### src/rtl/vend_pkg.sv
// Shared encodings for the vending change path: change codes, dispenser
// FSM states and fault causes.
package vend_pkg;

  localparam logic [1:0] CHA_NONE = 2'b00;
  localparam logic [1:0] CHA_5    = 2'b01;
  localparam logic [1:0] CHA_10   = 2'b10;
  localparam logic [1:0] CHA_ILL  = 2'b11;

  typedef enum logic [1:0] {
    ST_IDLE    = 2'd0,
    ST_REQ     = 2'd1,
    ST_RELEASE = 2'd2,
    ST_FAULT   = 2'd3
  } state_e;

  localparam logic [1:0] FC_NONE    = 2'b00;
  localparam logic [1:0] FC_TIMEOUT = 2'b01;
  localparam logic [1:0] FC_NOCOIN  = 2'b10;

  // Credits (5-unit steps) carried by a change code; the illegal code adds nothing.
  function automatic logic [1:0] cha_credits(input logic [1:0] cha);
    case (cha)
      CHA_5:   cha_credits = 2'd1;
      CHA_10:  cha_credits = 2'd2;
      default: cha_credits = 2'd0;
    endcase
  endfunction

endpackage

### src/rtl/vend_timeout_ctr.sv
// Loadable/clearable cycle counter; expire flags the increment that
// would bring the count to TIMEOUT.
module vend_timeout_ctr #(
  parameter int TIMEOUT = 1000,
  parameter int TO_W    = 10
) (
  input  logic            clk,
  input  logic            rst,
  input  logic            clr,
  input  logic            load,
  input  logic [TO_W-1:0] load_val,
  input  logic            inc,
  output logic            expire
);

  logic [TO_W-1:0] cnt_q, cnt_d;

  always_comb begin
    cnt_d = cnt_q;
    if (clr) begin
      cnt_d = '0;
    end else if (load) begin
      cnt_d = load_val;
    end else if (inc) begin
      cnt_d = cnt_q + 1'b1;
    end
  end

  assign expire = inc && (cnt_q == TO_W'(TIMEOUT - 1));

  always_ff @(posedge clk) begin
    if (!rst) begin
      cnt_q <= '0;
    end else begin
      cnt_q <= cnt_d;
    end
  end

endmodule

### src/rtl/vend_change_dispenser.sv
// Turns change codes from the vending FSM into coin ejections on a
// two-tube hopper, with pending-credit accounting and fault reporting.
module vend_change_dispenser
  import vend_pkg::*;
#(
  parameter int CNT_W   = 4,
  parameter int TIMEOUT = 1000,
  parameter int TO_W    = 10
) (
  input  logic             clk,
  input  logic             rst,
  input  logic [1:0]       cha,
  input  logic             eject_ack,
  input  logic             hop5_empty,
  input  logic             hop10_empty,
  input  logic             fault_clr,
  output logic             eject_req,
  output logic             coin_sel,
  output logic             busy,
  output logic [CNT_W-1:0] pending,
  output logic             fault,
  output logic [1:0]       fault_code,
  output logic             err,
  output state_e           dbg_state
);

  localparam int SUM_W = CNT_W + 2;
  localparam logic [SUM_W-1:0] PEND_MAX = SUM_W'((1 << CNT_W) - 1);

  state_e           state_q, state_d;
  logic             eject_req_q, eject_req_d;
  logic             coin_sel_q, coin_sel_d;
  logic [1:0]       fault_code_q, fault_code_d;
  logic [CNT_W-1:0] pending_q, pending_d;
  logic             err_q, err_d;
  logic [1:0]       add_cr, sub_cr;
  logic [SUM_W-1:0] sum;
  logic             sat;
  logic             to_clr, to_inc, to_expire;

  vend_timeout_ctr #(
    .TIMEOUT (TIMEOUT),
    .TO_W    (TO_W)
  ) u_to (
    .clk      (clk),
    .rst      (rst),
    .clr      (to_clr),
    .load     (1'b0),
    .load_val ({TO_W{1'b0}}),
    .inc      (to_inc),
    .expire   (to_expire)
  );

  // Hopper handshake (4-phase): eject_req rises with coin_sel stable; the
  // hopper raises eject_ack once the coin is out (credit is taken then);
  // eject_req falls, and the next coin waits until eject_ack has fallen.
  // Each phase is bounded by the timeout counter.
  always_comb begin
    state_d      = state_q;
    eject_req_d  = eject_req_q;
    coin_sel_d   = coin_sel_q;
    fault_code_d = fault_code_q;
    sub_cr       = 2'd0;
    to_clr       = 1'b0;
    to_inc       = 1'b0;

    case (state_q)
      ST_IDLE: begin
        to_clr = 1'b1;
        if (pending_q != '0) begin
          if (pending_q >= CNT_W'(2) && !hop10_empty) begin
            coin_sel_d  = 1'b1;
            eject_req_d = 1'b1;
            state_d     = ST_REQ;
          end else if (!hop5_empty) begin
            coin_sel_d  = 1'b0;
            eject_req_d = 1'b1;
            state_d     = ST_REQ;
          end else begin
            fault_code_d = FC_NOCOIN;
            state_d      = ST_FAULT;
          end
        end
      end
      ST_REQ: begin
        to_inc = 1'b1;
        if (to_expire) begin
          fault_code_d = FC_TIMEOUT;
          eject_req_d  = 1'b0;
          state_d      = ST_FAULT;
        end else if (eject_ack) begin
          sub_cr      = coin_sel_q ? 2'd2 : 2'd1;
          to_clr      = 1'b1;
          eject_req_d = 1'b0;
          state_d     = ST_RELEASE;
        end
      end
      ST_RELEASE: begin
        to_inc = 1'b1;
        if (to_expire) begin
          fault_code_d = FC_TIMEOUT;
          state_d      = ST_FAULT;
        end else if (!eject_ack) begin
          state_d = ST_IDLE;
        end
      end
      default: begin
        to_clr = 1'b1;
        if (fault_clr) begin
          fault_code_d = FC_NONE;
          state_d      = ST_IDLE;
        end
      end
    endcase

    // Add and subtract land in the same cycle; overflow clamps and flags err.
    add_cr = cha_credits(cha);
    sum    = SUM_W'(pending_q) + SUM_W'(add_cr) - SUM_W'(sub_cr);
    sat    = (sum > PEND_MAX);
    if (sat) begin
      pending_d = PEND_MAX[CNT_W-1:0];
    end else begin
      pending_d = sum[CNT_W-1:0];
    end
    err_d = err_q | sat | (cha == CHA_ILL);
  end

  always_ff @(posedge clk) begin
    if (!rst) begin
      state_q      <= ST_IDLE;
      eject_req_q  <= 1'b0;
      coin_sel_q   <= 1'b0;
      fault_code_q <= FC_NONE;
      pending_q    <= '0;
      err_q        <= 1'b0;
    end else begin
      state_q      <= state_d;
      eject_req_q  <= eject_req_d;
      coin_sel_q   <= coin_sel_d;
      fault_code_q <= fault_code_d;
      pending_q    <= pending_d;
      err_q        <= err_d;
    end
  end

  assign eject_req  = eject_req_q;
  assign coin_sel   = coin_sel_q;
  assign pending    = pending_q;
  assign fault      = (state_q == ST_FAULT);
  assign fault_code = fault_code_q;
  assign err        = err_q;
  assign busy       = (state_q != ST_IDLE) || (pending_q != '0);
  assign dbg_state  = state_q;

endmodule
### config.mk
export PLATFORM = sky130hd
export DESIGN_NAME = vend_change_dispenser
export DESIGN_NICKNAME = d
export VERILOG_FILES = /design/src/rtl/vend_pkg.sv /design/src/rtl/vend_timeout_ctr.sv /design/src/rtl/vend_change_dispenser.sv
export SDC_FILE = /design/constraint.sdc
export NUM_CORES = 1
export LEC_CHECK = 0
export CELL_PAD_IN_SITES_DETAIL_PLACEMENT = 0
export CELL_PAD_IN_SITES_GLOBAL_PLACEMENT = 1
export CORE_UTILIZATION = 25
export DETAILED_ROUTE_END_ITERATION = 16
export PLACE_DENSITY = 0.58
export SLEW_MARGIN = 30
export SYNTH_ARGS = -nofsm -noshare
export SYNTH_HDL_FRONTEND = slang
export SYNTH_SLANG_ARGS = --single-unit
### constraint.sdc
create_clock -name clk -period 3.75 [get_ports clk]
set_input_delay 1.125 -clock clk [delete_from_list [all_inputs] [get_ports clk]]
set_output_delay 1.125 -clock clk [all_outputs]
set_load 0.02 [all_outputs]
==> metrics.md <==
| Metric | Value |
|---|---|
| Cts bufs inserted | `3` |
| FF-to-FF End | `pending[1]` |
| Starting Density | `26.5%` |
| Post-Synth XOR/XNOR Area | `7.61%` |
| Hold Buf Count CTS | `0` |
| Critical-path cell list | `clkdlybuf4s50_1 > nand2_1 > nor2_2 > nand2_1 > fa_1 > inv_1 > fa_1 > inv_1 > a21oi_1 > o21bai_1 > xnor2_1 > a31oi_1` |
| Avg WL per Cell | `11.9 µm` |
| Worst R2R Path Depth | `13` |
| M1 GR Usage | `13.9%` |
| Worst setup margin | `0.253 ns` |
| Internal reg-to-reg setup slack | `0.61 ns` |
| Final slew viol count | `0` |
| DR vias | `1035` |
| First-pass GRT wire length | `4.80 mm` |
| Async SR Flop Fraction | `0%` |
| Cell Area, Synth | `1270 µm²` |
| Setup Fix Bufs, Post-CTS | `0` |
| Gr usage total | `11.7%` |
| Ports | `21` |
| Max cap viols | `0` |
| Met3 Use GR | `2.07%` |
| Combinational family with the most area after synthesis | `simple AND/OR/NAND/NOR gates` |
| Mux cell area share after synthesis | `3.26%` |
| Initial antenna violation count | `0` |
| Peak VDD IR | `0.201 mV` |
| Port buffer count | `20` |
| Status | `complete, no violations` |
| P per Cell Area | `743 nW/µm²` |
| Placed Area | `1530 µm²` |
| Final ANT Viol Nets | `0` |
| Delay-heaviest family, CP | `adder cells` |
| Design area | `1570 µm²` |
| Post-Synth Adder-Cell Area | `15.0%` |
| Slowest Stage Delay on Critical Path | `0.53 ns` |
| Req. time, crit path | `3.89 ns` |
| Fmax | `286 MHz` |
| Hold path endpoint | `fault_code[0]` |
| Dpl ws | `-0.0395 ns` |
| Fin crit share | `93.3%` |
| Setup crit end kind | `flop` |
| Layout cells sized above 1 | `5.45%` |
| Rel. slew slack | `75.4%` |
| GPL Wtd Cong | `0.792` |
| Leakage | `0.612 nW` |
| Final net count | `188` |
| Post-synthesis sequential area ratio | `33.2%` |
| Worst Setup Start Kind | `input port` |
| Seq cells post-synth | `21` |
| Routed Wire Length | `2.75 mm` |
| Post-route minimum period | `3.50 ns` |
| CTS tree | `built` |
| Worst Hold Depth | `2` |
| Placed cell count | `228` |
| Non-Filler Instances | `232` |
| Reg-to-reg startpoint | `u_to.cnt_q[0]` |
| First drt pass iteration count | `4` |
| P&R area growth vs syn | `24.0%` |
| DIE HEIGHT | `73.2 µm` |
| Worst Path Buf+Inv | `3` |
| DIE AREA | `5350 µm²` |
| Hold Fails Final Rpt | `0` |
| Least-Margin Pin Slew | `0.367 ns` |
| DRC viols | `0` |
| DR vias/cell | `4.46` |
| Root buffer cell | `clkbuf_8` |
| CP Max Fanout | `5` |
| Clk_lat worst skew | `0.26 ns` |
| Setup Skew | `0.00376 ns` |
| Setup violators final | `0` |
| Clock-pin slew on the worst setup and hold paths | `0.08 ns` |
| Core footprint | `4790 µm²` |
| Simple-Gate Fraction of Synth Area | `19.7%` |
| Clock Sinks | `21` |
| Post-CTS Resized | `0` |
| Layout fillers | `516` |
| Gr ovfl total | `0` |
| Mean Syn Cell Area | `8.85 µm²` |
| EDFF count, synth | `0` |
| Vias in the first global route | `1087` |
| CP arrival | `3.63 ns` |
| Max stage delay cell, worst path | `clkdlybuf4s50_1` |
| Post-synth cell types | `39` |
| Top_reg_cell synth | `dfxtp_1` |
| Syn Nets | `165` |
| HP Class | `flop to flop` |
| Ant. Diodes | `0` |
| Die W | `73.2 µm` |
| Hold_sp | `fault_code[0]` |
| Setup TNS | `0 ns` |
| Bufs on Longest Clock Path | `2` |
| Starting DRC count in detailed routing | `45` |
| Busiest grt layer | `met2` |
| # H-tree levels | `1` |
| Detailed Place HPWL | `2.18 mm` |
| Largest net degree at the start of global routing | `12` |
| RSZ-0062 raised after global routing | `no` |
| Site Rows | `25` |
| YS warnings | `0` |
| Crit path kind | `input port to flop` |
| Synth Area in Compound Gates | `14.2%` |
| GR met2 Demand/Resource | `20.6%` |
| Mapped Cells | `143` |
[logic make-up (layout without fill, tap and decap cells)]
| group | Yosys count | after routing |
|---|---|---|
| adders and majority gates | 14 | 14 |
| AOI/OAI and AO/OA | 28 | 28 |
| DFF | 21 | 21 |
| buffers and inverters | 17 | 39 |
| muxes | 4 | 4 |
| xor gates and xnor gates | 11 | 11 |
| and+or+nand+nor | 48 | 48 |
[synth_stat cells, types with 3 or more instances]
cell	instances	area share, %
dfxtp_1	21	33
nor2_1	14	4.2
inv_1	13	3.9
ha_1	12	12
nand2_1	12	3.6
a21oi_1	10	4.0
xnor2_1	6	4.2
a31oi_1	5	2.5
xor2_1	5	3.5
a211oi_1	3	1.8
mux2i_1	3	2.4
nand3_1	3	1.2
nand4_1	3	1.5
[how the worst max path moves through the flow]
stage,from,endpoint,slack (ns),cells after the start
finish,eject_ack,pending[1],0.25,12
global route,eject_ack,pending[1],0.01,12
CTS,eject_ack,pending[1],0.25,12
detailed placement,eject_ack,pending[2],-0.04,12
global placement,eject_ack,pending[1],0.02,12
floorplan,dbg_state[0],pending[1],0.54,15
[sequential cells by signal, summed over array words and instances, names as in the netlist]
signal / flops
coin_sel: 1
eject_req: 1
err: 1
fault_code: 2
pending: 4
u_to.cnt_q: 10
dbg_state: 2
[where the power goes]
part           switching [mW]  internal (mW)  total [mW]
registers              0.0507          0.280       0.331
logic                   0.377          0.309       0.686
clock network          0.0740         0.0756       0.150
total                   0.502          0.664        1.17
[cell usage in the layout, fill, tap and decap left out, types with 2 or more instances in the layout]
cell type and count:
a211oi_1 3, a21oi_1 10, a31oi_1 5, and3_1 2, buf_4 2, clkbuf_8 3, clkdlybuf4s50_1 20, dfxtp_1 21
fa_1 2, ha_1 12, inv_1 13, mux2i_1 3, nand2_1 12, nand2b_1 2, nand3_1 3, nand4_1 3
nor2_1 14, nor3b_1 2, o21bai_1 2, o41ai_1 2, xnor2_1 6, xor2_1 5
[layer usage]
metal  vias up  routed length [µm]
li1        533                   -
met1       486                1360
met2        14                1300
met3         2                  81
met4         0                  14
met5         -                   0
[layout make-up]
class | instances | area [µm²] | share of cell area (%)
Multi-Input combinational cell | 105 | 757 | 48.2
Sequential cell | 21 | 420 | 26.8
Timing Repair Buffer | 22 | 215 | 13.7
Tap cell | 67 | 83.8 | 5.34
Inverter | 13 | 48.8 | 3.11
Clock buffer | 4 | 45.0 | 2.87
[worst register-to-register path, cell delays in order (launching register included)]
cell and delay (ns):
dfxtp_1 0.35, ha_1 0.26, and4bb_1 0.20, and4_1 0.30
nor2_2 0.16, nand2_1 0.08, fa_1 0.53, inv_1 0.06
fa_1 0.43, inv_1 0.06, a21oi_1 0.05, o21bai_1 0.16
xnor2_1 0.23, a31oi_1 0.13
[through the flow]
step	util (%)	power, mW	hold slack (ns)
4_1_cts	32.8	1.18	0.467
2_1_floorplan	-	0.802	0.472
3_3_place_gp	31.9	1.02	0.442
6_report	32.8	1.17	0.459
3_5_place_dp	31.9	1.02	0.455
5_1_grt	32.8	1.28	0.489
No activity file was read; power rests on OpenSTA's default activity.
